## config.mk

```make
export PLATFORM = sky130hd
export DESIGN_NAME = id_ex_elastic_reg_flat
export DESIGN_NICKNAME = d
export VERILOG_FILES = /design/src/rtl/id_ex_elastic_reg_pkg.sv /design/src/rtl/id_ex_elastic_reg_if.sv /design/src/rtl/id_ex_payload_reg.sv /design/src/rtl/id_ex_elastic_reg.sv /design/src/flat_wrapper.sv
export SDC_FILE = /design/constraint.sdc
export NUM_CORES = 1
export LEC_CHECK = 0
export BUFFER_PORTS_ARGS = -buffer_cell sky130_fd_sc_hd__buf_2
export CORE_ASPECT_RATIO = 0.9
export CORE_MARGIN = 1
export CORE_UTILIZATION = 56
export DETAILED_ROUTE_END_ITERATION = 7
export PLACE_DENSITY = 0.86
export SLEW_MARGIN = 0
export SYNTH_ARGS = -nofsm -noshare
export SYNTH_HDL_FRONTEND = slang
export SYNTH_SLANG_ARGS = --single-unit
```

## constraint.sdc

```tcl
create_clock -name clk -period 2.8 [get_ports clk]
set_clock_uncertainty 0.1 [all_clocks]
set_input_delay 0 -clock clk [delete_from_list [all_inputs] [get_ports clk]]
set_output_delay 0 -clock clk [all_outputs]
set_load 0.01 [all_outputs]
```

## src/rtl/id_ex_elastic_reg_pkg.sv

```systemverilog
// rtl/id_ex_elastic_reg_pkg.sv - shared widths, control bit indices, payload struct and state encoding
// for the ID/EX elastic stage.
package id_ex_pkg;

  localparam int DEF_XLEN    = 64;
  localparam int DEF_REG_AW  = 5;
  localparam int DEF_FUNCT_W = 4;
  localparam int DEF_ALUOP_W = 2;
  localparam int DEF_CNT_W   = 32;

  localparam int CTRL_W = DEF_ALUOP_W + 6;

  localparam int CTRL_MEM_TO_REG  = 0;
  localparam int CTRL_REG_WRITE   = 1;
  localparam int CTRL_BRANCH      = 2;
  localparam int CTRL_MEM_WRITE   = 3;
  localparam int CTRL_MEM_READ    = 4;
  localparam int CTRL_ALU_SRC     = 5;
  localparam int CTRL_ALU_OP_LSB  = 6;

  typedef struct packed {
    logic [DEF_XLEN-1:0]    pc;
    logic [DEF_XLEN-1:0]    rs1_data;
    logic [DEF_XLEN-1:0]    rs2_data;
    logic [DEF_XLEN-1:0]    imm;
    logic [DEF_FUNCT_W-1:0] funct;
    logic [DEF_REG_AW-1:0]  rd;
    logic [DEF_REG_AW-1:0]  rs1;
    logic [DEF_REG_AW-1:0]  rs2;
    logic [CTRL_W-1:0]      ctrl;
  } id_ex_payload_t;

  // Encoding doubles as {s_v, m_v}.
  typedef enum logic [1:0] {
    EMPTY = 2'b00,
    ONE   = 2'b01,
    FULL  = 2'b11
  } state_t;

endpackage

```

## src/rtl/id_ex_elastic_reg_if.sv

```systemverilog
// rtl/id_ex_elastic_reg_if.sv - decode-side and execute-side handshake bundle of the ID/EX stage;
// perf counter signals exist only with ID_EX_PERF_CNT_EN.
interface id_ex_elastic_reg_if
  import id_ex_pkg::*;
#(
  parameter int XLEN    = DEF_XLEN,
  parameter int REG_AW  = DEF_REG_AW,
  parameter int FUNCT_W = DEF_FUNCT_W,
  parameter int ALUOP_W = DEF_ALUOP_W
`ifdef ID_EX_PERF_CNT_EN
  , parameter int CNT_W = DEF_CNT_W
`endif
);
  localparam int CW = ALUOP_W + 6;

  logic               in_valid;
  logic               in_ready;
  logic [XLEN-1:0]    in_pc, in_rs1_data, in_rs2_data, in_imm;
  logic [FUNCT_W-1:0] in_funct;
  logic [REG_AW-1:0]  in_rd, in_rs1, in_rs2;
  logic [CW-1:0]      in_ctrl;

  logic               out_valid;
  logic               out_ready;
  logic [XLEN-1:0]    out_pc, out_rs1_data, out_rs2_data, out_imm;
  logic [FUNCT_W-1:0] out_funct;
  logic [REG_AW-1:0]  out_rd, out_rs1, out_rs2;
  logic [CW-1:0]      out_ctrl;

`ifdef ID_EX_PERF_CNT_EN
  logic [CNT_W-1:0]   stall_cnt, bubble_cnt, flush_cnt;
`endif

  // Pipeline environment: decode source plus execute sink.
  modport master (
`ifdef ID_EX_PERF_CNT_EN
    input  stall_cnt, bubble_cnt, flush_cnt,
`endif
    output in_valid, in_pc, in_rs1_data, in_rs2_data, in_imm, in_funct,
    output in_rd, in_rs1, in_rs2, in_ctrl, out_ready,
    input  in_ready, out_valid, out_pc, out_rs1_data, out_rs2_data, out_imm,
    input  out_funct, out_rd, out_rs1, out_rs2, out_ctrl
  );

  // The elastic stage itself.
  modport slave (
`ifdef ID_EX_PERF_CNT_EN
    output stall_cnt, bubble_cnt, flush_cnt,
`endif
    input  in_valid, in_pc, in_rs1_data, in_rs2_data, in_imm, in_funct,
    input  in_rd, in_rs1, in_rs2, in_ctrl, out_ready,
    output in_ready, out_valid, out_pc, out_rs1_data, out_rs2_data, out_imm,
    output out_funct, out_rd, out_rs1, out_rs2, out_ctrl
  );

endinterface

```

## src/rtl/id_ex_payload_reg.sv

```systemverilog
// rtl/id_ex_payload_reg.sv - width-generic enabled register, falling-edge clocked, async active-low
// clear; used for the main and skid entries.
module id_ex_payload_reg #(
  parameter int W = 8
) (
  input  logic         clk,
  input  logic         rst_n,
  input  logic         en,
  input  logic [W-1:0] d,
  output logic [W-1:0] q
);

  always_ff @(negedge clk or negedge rst_n) begin
    if (!rst_n) begin
      q <= '0;
    end else if (en) begin
      q <= d;
    end
  end

endmodule

```

## src/rtl/id_ex_elastic_reg.sv

```systemverilog
// rtl/id_ex_elastic_reg.sv - elastic ID/EX stage with 2-entry skid buffer and synchronous flush;
// ID_EX_PERF_CNT_EN adds saturating stall/bubble/flush counters.
module id_ex_elastic_reg
  import id_ex_pkg::*;
#(
  parameter int XLEN    = DEF_XLEN,
  parameter int REG_AW  = DEF_REG_AW,
  parameter int FUNCT_W = DEF_FUNCT_W,
  parameter int ALUOP_W = DEF_ALUOP_W
`ifdef ID_EX_PERF_CNT_EN
  , parameter int CNT_W = DEF_CNT_W
`endif
) (
  input logic             clk,
  input logic             rst_n,
  input logic             flush,
  id_ex_elastic_reg_if.slave bus
);

  localparam int CW = ALUOP_W + 6;
  localparam int PW = 4 * XLEN + FUNCT_W + 3 * REG_AW + CW;

  state_t          state_q, state_d;
  logic            in_ready_q;
  logic            m_v, accept, consume;
  logic            m_en, s_en;
  logic [PW-1:0]   in_word, m_word, s_word, m_d;

  assign in_word = {bus.in_pc, bus.in_rs1_data, bus.in_rs2_data, bus.in_imm, bus.in_funct,
                    bus.in_rd, bus.in_rs1, bus.in_rs2, bus.in_ctrl};

  assign m_v     = (state_q != EMPTY);
  assign accept  = bus.in_valid & in_ready_q;
  assign consume = m_v & bus.out_ready;

  always_comb begin
    state_d = state_q;
    m_en    = 1'b0;
    s_en    = 1'b0;
    m_d     = in_word;
    case (state_q)
      EMPTY: begin
        if (accept) begin
          m_en    = 1'b1;
          state_d = ONE;
        end
      end
      ONE: begin
        if (accept && consume) begin
          m_en = 1'b1;
        end else if (accept) begin
          s_en    = 1'b1;
          state_d = FULL;
        end else if (consume) begin
          state_d = EMPTY;
        end
      end
      FULL: begin
        if (consume) begin
          m_en    = 1'b1;
          m_d     = s_word;
          state_d = ONE;
        end
      end
      default: state_d = EMPTY;
    endcase
    // Flush wins over everything; a same-cycle consume has already transferred.
    if (flush) begin
      state_d = EMPTY;
      m_en    = 1'b0;
      s_en    = 1'b0;
    end
  end

  // in_ready is registered from the next state so the source never sees a combinational path.
  always_ff @(negedge clk or negedge rst_n) begin
    if (!rst_n) begin
      state_q    <= EMPTY;
      in_ready_q <= 1'b1;
    end else begin
      state_q    <= state_d;
      in_ready_q <= (state_d != FULL);
    end
  end

  id_ex_payload_reg #(.W(PW)) u_m (
    .clk   (clk),
    .rst_n (rst_n),
    .en    (m_en),
    .d     (m_d),
    .q     (m_word)
  );

  id_ex_payload_reg #(.W(PW)) u_s (
    .clk   (clk),
    .rst_n (rst_n),
    .en    (s_en),
    .d     (in_word),
    .q     (s_word)
  );

  assign bus.in_ready  = in_ready_q;
  assign bus.out_valid = m_v;
  assign {bus.out_pc, bus.out_rs1_data, bus.out_rs2_data, bus.out_imm, bus.out_funct,
          bus.out_rd, bus.out_rs1, bus.out_rs2} = m_word[PW-1:CW];
  assign bus.out_ctrl  = m_v ? m_word[CW-1:0] : '0;

`ifdef ID_EX_PERF_CNT_EN
  logic [CNT_W-1:0] stall_cnt_q, bubble_cnt_q, flush_cnt_q;

  always_ff @(negedge clk or negedge rst_n) begin
    if (!rst_n) begin
      stall_cnt_q  <= '0;
      bubble_cnt_q <= '0;
      flush_cnt_q  <= '0;
    end else begin
      if (bus.in_valid && !in_ready_q && !flush && !(&stall_cnt_q)) stall_cnt_q <= stall_cnt_q + 1'b1;
      if (!m_v && bus.out_ready && !(&bubble_cnt_q)) bubble_cnt_q <= bubble_cnt_q + 1'b1;
      if (flush && !(&flush_cnt_q)) flush_cnt_q <= flush_cnt_q + 1'b1;
    end
  end

  assign bus.stall_cnt  = stall_cnt_q;
  assign bus.bubble_cnt = bubble_cnt_q;
  assign bus.flush_cnt  = flush_cnt_q;
`endif

endmodule

```

## src/flat_wrapper.sv

```systemverilog
// flat-port wrapper written by rule: the top's interface ports become plain ports
module id_ex_elastic_reg_flat import id_ex_pkg::*;
#(
  parameter int XLEN    = DEF_XLEN,
  parameter int REG_AW  = DEF_REG_AW,
  parameter int FUNCT_W = DEF_FUNCT_W,
  parameter int ALUOP_W = DEF_ALUOP_W

)
  (clk, rst_n, flush, bus_in_valid, bus_in_pc, bus_in_rs1_data, bus_in_rs2_data, bus_in_imm, bus_in_funct, bus_in_rd, bus_in_rs1, bus_in_rs2, bus_in_ctrl, bus_out_ready, bus_in_ready, bus_out_valid, bus_out_pc, bus_out_rs1_data, bus_out_rs2_data, bus_out_imm, bus_out_funct, bus_out_rd, bus_out_rs1, bus_out_rs2, bus_out_ctrl);
  id_ex_elastic_reg_if #(.XLEN(XLEN), .REG_AW(REG_AW), .FUNCT_W(FUNCT_W), .ALUOP_W(ALUOP_W)) bus_i ();
  input logic clk;
  input logic rst_n;
  input logic flush;
  input wire logic [$bits(bus_i.in_valid)-1:0] bus_in_valid;
  input wire logic [$bits(bus_i.in_pc)-1:0] bus_in_pc;
  input wire logic [$bits(bus_i.in_rs1_data)-1:0] bus_in_rs1_data;
  input wire logic [$bits(bus_i.in_rs2_data)-1:0] bus_in_rs2_data;
  input wire logic [$bits(bus_i.in_imm)-1:0] bus_in_imm;
  input wire logic [$bits(bus_i.in_funct)-1:0] bus_in_funct;
  input wire logic [$bits(bus_i.in_rd)-1:0] bus_in_rd;
  input wire logic [$bits(bus_i.in_rs1)-1:0] bus_in_rs1;
  input wire logic [$bits(bus_i.in_rs2)-1:0] bus_in_rs2;
  input wire logic [$bits(bus_i.in_ctrl)-1:0] bus_in_ctrl;
  input wire logic [$bits(bus_i.out_ready)-1:0] bus_out_ready;
  output wire logic [$bits(bus_i.in_ready)-1:0] bus_in_ready;
  output wire logic [$bits(bus_i.out_valid)-1:0] bus_out_valid;
  output wire logic [$bits(bus_i.out_pc)-1:0] bus_out_pc;
  output wire logic [$bits(bus_i.out_rs1_data)-1:0] bus_out_rs1_data;
  output wire logic [$bits(bus_i.out_rs2_data)-1:0] bus_out_rs2_data;
  output wire logic [$bits(bus_i.out_imm)-1:0] bus_out_imm;
  output wire logic [$bits(bus_i.out_funct)-1:0] bus_out_funct;
  output wire logic [$bits(bus_i.out_rd)-1:0] bus_out_rd;
  output wire logic [$bits(bus_i.out_rs1)-1:0] bus_out_rs1;
  output wire logic [$bits(bus_i.out_rs2)-1:0] bus_out_rs2;
  output wire logic [$bits(bus_i.out_ctrl)-1:0] bus_out_ctrl;
  assign bus_i.in_valid = bus_in_valid;
  assign bus_i.in_pc = bus_in_pc;
  assign bus_i.in_rs1_data = bus_in_rs1_data;
  assign bus_i.in_rs2_data = bus_in_rs2_data;
  assign bus_i.in_imm = bus_in_imm;
  assign bus_i.in_funct = bus_in_funct;
  assign bus_i.in_rd = bus_in_rd;
  assign bus_i.in_rs1 = bus_in_rs1;
  assign bus_i.in_rs2 = bus_in_rs2;
  assign bus_i.in_ctrl = bus_in_ctrl;
  assign bus_i.out_ready = bus_out_ready;
  assign bus_in_ready = bus_i.in_ready;
  assign bus_out_valid = bus_i.out_valid;
  assign bus_out_pc = bus_i.out_pc;
  assign bus_out_rs1_data = bus_i.out_rs1_data;
  assign bus_out_rs2_data = bus_i.out_rs2_data;
  assign bus_out_imm = bus_i.out_imm;
  assign bus_out_funct = bus_i.out_funct;
  assign bus_out_rd = bus_i.out_rd;
  assign bus_out_rs1 = bus_i.out_rs1;
  assign bus_out_rs2 = bus_i.out_rs2;
  assign bus_out_ctrl = bus_i.out_ctrl;
  id_ex_elastic_reg #(.XLEN(XLEN), .REG_AW(REG_AW), .FUNCT_W(FUNCT_W), .ALUOP_W(ALUOP_W)) u_core (.clk(clk), .rst_n(rst_n), .flush(flush), .bus(bus_i));
endmodule
```

# == Yosys cells after proc, flatten, opt, wreduce, memory -nomap -nowiden ==
# Index checks and enable logic that the tools add are counted.
# classes
eq_ne,3
muxes,18
bitwise_logic,2
reduce_logical,3
# ops
cell,n
283-bit two-way mux,2
2-bit two-way mux,6
8-bit two-way mux,1
1-bit two-way mux,7
2-bit case mux with 3 select lines,1
1-bit case mux with 3 select lines,1
1-bit AND,2
2-bit by 1-bit == test with 1-bit output (second input constant),1
2-bit == test (second input constant),1
2-bit logical NOT,1
2-bit != test (second input constant),1
2-bit nonzero test,1
1-bit logical AND,1
# totals
register_bits,569
inputBits,288
out_inout_bits,285
elab_cells,30

# == Longest topological paths before layout ==
# Gate-level depths: netlist of the first run.
# logic_depth
ltp_word,8
depth_mapped,6
depth_no_buf,3

# == Modules after synthesis ==
# Synthesis of the first run repeated with hierarchy kept, for this count alone.
# unflattened
cells_unflattened,1535
hier_area_um2,24957.7
# by_module_without_submodules
module,instances,cells_per_inst,area_each_um2,seq_area_each_um2
id_ex_payload_reg,2,597,10611.4,7081.8
id_ex_elastic_reg,1,341,3734.8,76.3

==> results of run 1 <==
## layout make-up
cell class              instances  area (um^2)  area share
flip-flops and latches        569        14200       0.443
multi-input cells             868        10700       0.334
repair buffers                696         4400       0.137
clock buffers                  76         1610      0.0500
well taps                     632          791      0.0246
clock inverters                26          303     0.00942
diodes                         18         45.0     0.00140
inverters                       2         7.51    0.000234
## flip-flops by register name, summed over array words and instances (netlist names)
signal / flops
u_core.u_m.q: 283
u_core.u_s.q: 283
u_core.state_q: 2
u_core.bus.in_ready: 1
## metal layers
layer | global-route usage | vias up
met5 | 0 | -
met2 | 0.419 | 481
met1 | 0.300 | 7998
met3 | 0.0532 | 126
li1 | - | 6865
met4 | 0.0959 | 4
## placed cells by master (no fill, tap or decap), drive strengths merged
cell type    n
inv          5
bufinv       6
clkinvlp     4
nand2        1
or4b         2
diode       18
buf        696
dfstp        1
and2         8
clkinv      13
mux2       849
a211oi       1
a21oi        2
nand3b       1
clkbuf      76
o21ai        1
nand3        1
or2          2
dfrtn      568
## logic make-up after synthesis
kind of cell	after synthesis	synth area share
DFF	569	0.510
AOI/OAI and AO/OA	4	0.000987
muxes	849	0.379
and+or+nand+nor	14	0.00332
buffers and inverters	373	0.106
## path summary, 6_finish.rpt
path	from	endpoint	slack, ps	depth (start not counted)
max reg2reg	u_core.bus.in_ready	u_core.u_s.q[220]	320	7
min	u_core.u_m.q[176]	u_core.u_m.q[176]	350	1
max	u_core.state_q[1]	bus_out_ctrl[0]	-250	3
max in group asynchronous	rst_n	u_core.u_s.q[279]	1190	2
min in group asynchronous	rst_n	u_core.u_s.q[128]	510	1
min reg2reg	u_core.u_m.q[176]	u_core.u_m.q[176]	350	1
## worst max-delay path, stage by stage, from the launching register on
cell and delay (ps):
dfrtn_1 370, or2_4 310, and2_4 170, buf_6 120
## power groups by stage
| stage | sequential (mW) | combinational, mW | clock, mW |
|---|---|---|---|
| after floorplan | 11.2 | 4.54 | 0.00447 |
| final | 11.6 | 5.24 | 7.81 |
| after detailed placement | 11.6 | 5.21 | 0.00447 |
| after global routing | 11.8 | 5.59 | 8.27 |
| after global placement | 11.5 | 4.98 | 0.00447 |
| after CTS | 11.6 | 5.28 | 7.94 |
## repair_timing
item / CTS / global route
pin swaps: 8 / 0
resized for setup: 23 / 3
endpoints found under the hold margin: 0 / 0
setup endpoints to repair: 10 / 10
buffers inserted: 2 / 2
cloned: 1 / 0
==> results.sh, run 1 <==
export IMPL_violations="negative setup slack"
export IMPL_outcome="finished with violations"
export IMPL_worst_hold_slack_ps=348
export IMPL_synth_commonest_cells="579 x mux2_2, 568 x dfrtn_1, 303 x buf_4, 270 x mux2_4, 32 x clkbuf_1"
export IMPL_placed_area_um2=30100
export IMPL_crit_required_ps=2700
export IMPL_ys_seq_area_frac=0.510
export IMPL_cts_hold_buf=0
export IMPL_fillers=3238
export IMPL_switching_share=0.264
export IMPL_clockBufferDepth=3
export IMPL_maxSlewViolCount=0
export IMPL_min_path_type="reg -> reg"
export IMPL_yosys_cell_count_top_type="mux2_2"
export IMPL_path_clk_slew_ps=50
export IMPL_layout_setup_ws_ps=-249
export IMPL_dp_slack_ps=-352
export IMPL_cp_end_kind="output pin"
export IMPL_place_congestion=0.852
export IMPL_ys_seq_elements=569
export IMPL_portBuffers=572
export IMPL_grt_pass1_wl_um=96600
export IMPL_synth_fp_nets=2097
export IMPL_wl_um=63100
export IMPL_worstSetupPathType="reg -> out"
export IMPL_grt_util_all_layers=0.243
export IMPL_layout_drive_gt1_share=0.738
export IMPL_rows=77
export IMPL_met3_length_um=3720
export IMPL_grt_max_degree=79
export IMPL_power_density_nw_per_um2=767
export IMPL_nNetsFinal=2482
export IMPL_synthFlopType="dfrtn_1"
export IMPL_power_share_sequential=0.471
export IMPL_finalCoreUtilization=0.654
export IMPL_slew_headroom=0.678
export IMPL_startpoint_type="flip-flop"
export IMPL_routedWlPerCell_um=21.9
export IMPL_rsz0062_at_grt="true"
export IMPL_clk_latency_ps=620
export IMPL_setup_viol=9
export IMPL_design_die_area_um2=50700
export IMPL_dr_pass1_iters=4
export IMPL_fp_dieW_um=237
export IMPL_drt_met1_wl_um=25400
export IMPL_ant_nets=0
export IMPL_synth_area_um2=27900
export IMPL_cts_tree="yes"
export IMPL_p_clk_frac=0.317
export IMPL_ir_drop_uv=714
export IMPL_p_sw_mw=6.50
export IMPL_vias_per_cell=5.36
export IMPL_ys_types=20
export IMPL_async_flop_share=1.00
export IMPL_p_int_mw=18.1
export IMPL_grt_antenna_before_repair=18
export IMPL_yosys_top_cells_area="dfrtn_1 51%, mux2_2 23%, mux2_4 15%"
export IMPL_hpwl_um=44000
export IMPL_highest_layer="met5"
export IMPL_cp_arrival_ps=2950
export IMPL_final_cells=2887
export IMPL_yosys_warnings=0
export IMPL_p_leak_nw=15.9
export IMPL_via_count=15500
export IMPL_yosys_area_top_type_share=0.510
export IMPL_initial_core_util=0.568
export IMPL_area_growth_pct=15.2
export IMPL_finish_instance_area_um2=32100
export IMPL_wl_met2_um=32000
export IMPL_worstMarginPinSlew_ps=483
export IMPL_place_inst=2763
export IMPL_drcViolationCount=0
export IMPL_synth_edff_count=0
export IMPL_cts_sinks=569
export IMPL_drt_iter0_markers=591
export IMPL_tritoncts_num_buffers=56
export IMPL_maxCapViolCount=0
export IMPL_synth_avg_cell_area_um2=15.4
export IMPL_hold_viol=0
export IMPL_tns_ps=-1990
export IMPL_yosys_area_top_type="dfrtn_1"
export IMPL_syn_inst=1809
export IMPL_total_power_mw=24.6
export IMPL_die_h_um=214
export IMPL_combPwrFrac=0.213
export IMPL_clock_root_buffer="clkbuf_16"
export IMPL_core_um2=49100
export IMPL_ioPinCount=573
export IMPL_grt_pass1_vias=16700
export IMPL_grt_overflow=0
export IMPL_cp_max_fo=5
export IMPL_cts_max_level=2
Power figures use the tool's default switching activity.
==> run 2, diff against run 1 <==
==> constraint.sdc (replaced) <==
create_clock -name clk -period 2.9 [get_ports clk]
set_clock_uncertainty 0.1 [all_clocks]
set_input_delay 0 -clock clk [delete_from_list [all_inputs] [get_ports clk]]
set_output_delay 0 -clock clk [all_outputs]
set_load 0.01 [all_outputs]
==> results.sh, run 2 (synthesis results as in run 1) <==
export IMPL_grt_util_all_layers=0.243
export IMPL_switching_share=0.258
export IMPL_p_sw_mw=6.24
export IMPL_fillers=3269
export IMPL_design_die_area_um2=50700
export IMPL_grt_antenna_before_repair=20
export IMPL_layout_drive_gt1_share=0.737
export IMPL_area_growth_pct=15.3
export IMPL_largestRegisters="u_core.u_m.q: 283 flops, u_core.u_s.q: 283 flops, u_core.state_q: 2 flops"
export IMPL_place_congestion=0.855
export IMPL_cpPeakStageDelay_ps=350
export IMPL_maxCapViolCount=0
export IMPL_wl_um=62500
export IMPL_hpwl_um=44000
export IMPL_r2r_end="u_core.u_m.q[53]"
export IMPL_rsz0062_at_grt="true"
export IMPL_clock_root_buffer="clkbuf_16"
export IMPL_r2r_cells=6
export IMPL_core_um2=49100
export IMPL_rrSetupSlack_ps=650
export IMPL_cts_hold_buf=0
export IMPL_whs_endpoint="u_core.u_m.q[218]"
export IMPL_tns_ps=-1990
export IMPL_nNetsFinal=2465
export IMPL_slew_headroom=0.707
export IMPL_final_cell_mix="579 x mux2_2, 568 x buf_2, 568 x dfrtn_1"
export IMPL_worstSetupPathType="reg -> out"
export IMPL_worstMarginPinSlew_ps=439
export IMPL_crit_path_cell_trace="or2_4, and2_4, buf_2"
export IMPL_setup_viol=9
export IMPL_violations="negative setup slack"
export IMPL_drcViolationCount=0
export IMPL_ir_drop_uv=541
export IMPL_grt_overflow=0
export IMPL_combPwrFrac=0.209
export IMPL_placed_area_um2=30000
export IMPL_tritoncts_num_buffers=56
export IMPL_maxSlewViolCount=0
export IMPL_cp_end_kind="output pin"
export IMPL_die_h_um=214
export IMPL_cts_max_level=2
export IMPL_fp_dieW_um=237
export IMPL_hold_viol=0
export IMPL_cts_sinks=569
export IMPL_cp_arrival_ps=3040
export IMPL_cp_num_buf_inv=1
export IMPL_finish_instance_area_um2=32200
export IMPL_path_clk_slew_ps=50
export IMPL_worstHoldStart="u_core.u_m.q[218]"
export IMPL_p_clk_frac=0.328
export IMPL_ant_nets=0
export IMPL_cp_max_fo=10
export IMPL_power_share_sequential=0.463
export IMPL_crit_family="simple AND/OR/NAND/NOR gates"
export IMPL_crit_required_ps=2800
export IMPL_layout_commonest_cell="mux2_2"
export IMPL_layout_setup_ws_ps=-236
export IMPL_cpMaxStageDelayCell="dfrtn_1"
export IMPL_worst_hold_slack_ps=347
export IMPL_via_count=15400
export IMPL_ioPinCount=573
export IMPL_power_density_nw_per_um2=751
export IMPL_hold_depth=1
export IMPL_regToRegStartpoint="u_core.state_q[0]"
export IMPL_grt_pass1_vias=17000
export IMPL_outcome="finished with violations"
export IMPL_clockBufferDepth=3
export IMPL_portBuffers=572
export IMPL_min_path_type="reg -> reg"
export IMPL_dr_pass1_iters=4
export IMPL_total_power_mw=24.2
export IMPL_p_leak_nw=15.9
export IMPL_cts_tree="yes"
export IMPL_rows=77
export IMPL_clk_latency_ps=610
export IMPL_grt_pass1_wl_um=96400
export IMPL_initial_core_util=0.568
export IMPL_drt_iter0_markers=716
export IMPL_routedWlPerCell_um=21.8
export IMPL_vias_per_cell=5.36
export IMPL_startpoint_type="flip-flop"
export IMPL_grt_max_degree=74
export IMPL_p_int_mw=17.9
-- run 2: worst max path at each step --
stage | from | end | slack [ps] | depth (start not counted)
finish | u_core.state_q[0] | bus_out_ctrl[5] | -240 | 3
global route | u_core.state_q[0] | bus_out_ctrl[5] | -280 | 3
detailed placement | bus_in_valid | u_core.u_s.q[55] | -270 | 6
floorplan | bus_in_valid | u_core.u_s.q[0] | -90 | 6
global placement | bus_in_valid | u_core.u_s.q[42] | -250 | 6
CTS | u_core.state_q[1] | bus_out_ctrl[4] | -260 | 3
-- run 2: per-layer routing --
metal | vias to the layer above | global-route usage | routed length [um]
li1 | 6815 | - | -
met1 | 7880 | 0.292 | 24700
met2 | 507 | 0.416 | 31600
met3 | 182 | 0.0550 | 3580
met4 | 4 | 0.116 | 2640
met5 | - | 0 | 34
-- run 2: final cells by class --
type,instances,area (um^2),area share
multi-input cells,867,10700,0.334
clock buffers,84,1740,0.0540
flip-flops and latches,569,14200,0.443
clock inverters,20,307,0.00953
well taps,632,791,0.0246
repair buffers,680,4310,0.134
diodes,19,47.5,0.00148
inverters,2,7.51,0.000233
-- run 2: power groups by stage --
stage                     Combinational, mW  Sequential, mW  Clock [mW]
final                                  5.05            11.2        7.93
after global routing                   5.40            11.4        8.39
after CTS                              5.09            11.1        8.08
after detailed placement               5.04            11.2     0.00431
after global placement                 4.84            11.1     0.00431
after floorplan                        4.38            10.8     0.00431
-- run 2: what timing repair did --
action	CTS	global route
resized for setup	4	6
pin swaps	1	1
setup endpoints to repair	9	9
setup buffers	1	0
-- run 2: stage by stage --
step	utilization	std cells	worst slack [ps]
3_3_place_gp	0.612	2750	-251
6_report	0.655	2873	-236
4_1_cts	0.653	2854	-261
2_1_floorplan	-	1809	-94.4
3_5_place_dp	0.612	2750	-274
5_1_grt	0.655	2871	-280
==> run 3, diff against run 2 <==
--- a/config.mk
+++ b/config.mk
@@ -8,9 +8,9 @@
 export BUFFER_PORTS_ARGS = -buffer_cell sky130_fd_sc_hd__buf_2
 export CORE_ASPECT_RATIO = 0.9
 export CORE_MARGIN = 1
-export CORE_UTILIZATION = 56
+export CORE_UTILIZATION = 50
 export DETAILED_ROUTE_END_ITERATION = 7
-export PLACE_DENSITY = 0.86
+export PLACE_DENSITY = 0.82
 export SLEW_MARGIN = 0
 export SYNTH_ARGS = -nofsm -noshare
 export SYNTH_HDL_FRONTEND = slang
==> constraint.sdc (replaced) <==
create_clock -name clk -period 2.56 [get_ports clk]
set_clock_uncertainty 0.1 [all_clocks]
set_input_delay 0 -clock clk [delete_from_list [all_inputs] [get_ports clk]]
set_output_delay 0 -clock clk [all_outputs]
set_load 0.01 [all_outputs]
==> results.sh, run 3 (synthesis results as in run 1) <==
export IMPL_outcome="finished with violations"
export IMPL_violations="negative setup slack"
export IMPL_grt_antenna_before_repair=15
export IMPL_grt_use_met1=0.265
export IMPL_cp_num_buf_inv=1
export IMPL_ant_nets=0
export IMPL_setup_viol=10
export IMPL_core_um2=54700
export IMPL_drcViolationCount=0
export IMPL_worstSetupPathType="reg -> out"
export IMPL_die_h_um=226
export IMPL_busiest_layer="met2"
export IMPL_min_path_type="in -> async"
export IMPL_clk_latency_ps=610
export IMPL_nNetsFinal=2511
export IMPL_grt_pass1_vias=17300
export IMPL_cpPeakStageDelay_ps=340
export IMPL_initial_core_util=0.510
export IMPL_routedWlPerCell_um=20.9
export IMPL_tns_ps=-3560
export IMPL_portBuffers=572
export IMPL_rows=81
export IMPL_grt_overflow=0
export IMPL_tritoncts_num_buffers=56
export IMPL_maxSlewViolCount=0
export IMPL_grt_pass1_wl_um=96800
export IMPL_path_clk_slew_ps=50
export IMPL_dr_pass1_iters=4
export IMPL_cts_max_level=2
export IMPL_ioPinCount=573
export IMPL_total_power_mw=27.5
export IMPL_rsz0062_at_grt="true"
export IMPL_drt_iter0_markers=694
export IMPL_cts_sinks=569
export IMPL_cts_tree="yes"
export IMPL_worstMarginPinSlew_ps=465
export IMPL_fillers=4021
export IMPL_fp_dieW_um=251
export IMPL_cpMaxStageDelayCell="dfrtn_1"
export IMPL_final_cell_mix="579 x mux2_2, 568 x dfrtn_1, 520 x buf_2"
export IMPL_maxCapViolCount=0
export IMPL_hpwl_um=44900
export IMPL_grt_util_all_layers=0.216
export IMPL_seq_area_um2=14200
export IMPL_clock_root_buffer="clkbuf_16"
export IMPL_grt_util_met2=0.361
export IMPL_crit_required_ps=2460
export IMPL_worst_hold_slack_ps=345
export IMPL_place_congestion=0.830
export IMPL_via_count=15400
export IMPL_cp_end_kind="output pin"
export IMPL_met3_usage=0.0528
export IMPL_slew_headroom=0.690
export IMPL_layout_commonest_cell="mux2_2"
export IMPL_p_leak_nw=16.1
export IMPL_area_growth_pct=17.0
export IMPL_grt_max_degree=85
export IMPL_power_density_nw_per_um2=842
export IMPL_cp_arrival_ps=2880
export IMPL_layout_drive_gt1_share=0.740
export IMPL_design_die_area_um2=56700
export IMPL_hold_viol=0
export IMPL_crit_family="simple AND/OR/NAND/NOR gates"
export IMPL_startpoint_type="flip-flop"
export IMPL_crit_path_cell_trace="or2_4, and2_1, buf_2"
export IMPL_ir_drop_uv=538
export IMPL_largestRegisters="u_core.u_m.q: 283 flops, u_core.u_s.q: 283 flops, u_core.state_q: 2 flops"
export IMPL_cp_max_fo=10
export IMPL_clockBufferDepth=3
export IMPL_multiInputGateArea_um2=10700
export IMPL_vias_per_cell=5.17
export IMPL_wl_um=62500
export IMPL_layout_setup_ws_ps=-418
[run 3: final cells by class]
cell class | count | area share
flip-flops and latches | 569 | 0.436
multi-input cells | 867 | 0.328
repair buffers | 726 | 0.146
clock buffers | 78 | 0.0504
well taps | 705 | 0.0270
clock inverters | 27 | 0.0106
diodes | 11 | 0.000843
inverters | 2 | 0.000230
[run 3: routing by layer]
metal / routed length, um / part of all wire / vias to the layer above
met4: 2190 / 0.035 / 10
met1: 25600 / 0.41 / 7944
met5: 71 / 0.0011 / -
met3: 3670 / 0.059 / 140
li1: - / - / 6882
met2: 30900 / 0.50 / 464
[run 3: path summary, 6_finish.rpt]
path	start	end	slack [ps]	cells past startpoint
max in group asynchronous	rst_n	u_core.u_m.q[165]	1230	2
setup reg to reg	u_core.bus.in_ready	u_core.u_s.q[43]	170	6
hold / removal	rst_n	u_core.u_m.q[111]	350	1
hold reg to reg	u_core.u_m.q[165]	u_core.u_m.q[165]	350	1
setup / recovery	u_core.state_q[1]	bus_out_ctrl[7]	-420	3
min in group clk	u_core.u_m.q[165]	u_core.u_m.q[165]	350	1
[run 3: power breakdown]
part           internal [mW]  total, mW  switching (mW)
registers               11.4       12.7            1.31
logic                   3.69       5.96            2.27
clock network           5.29       8.83            3.54
[run 3: repair_timing]
action,4_1_cts,5_1_grt
setup endpoints to repair,48,95
buffers inserted,6,18
gates resized for setup,24,38
pin swaps,0,1
hold buffers,0,0
[run 3: per-stage QoR]
step | worst slack [ps] | cells | area (um^2) | util
after floorplan | -264 | 1809 | 28200 | -
after global placement | -458 | 2847 | 30200 | 0.552
after detailed placement | -495 | 2847 | 30200 | 0.552
after CTS | -477 | 2956 | 32300 | 0.591
after global routing | -499 | 2983 | 32600 | 0.597
final | -418 | 2985 | 32700 | 0.597
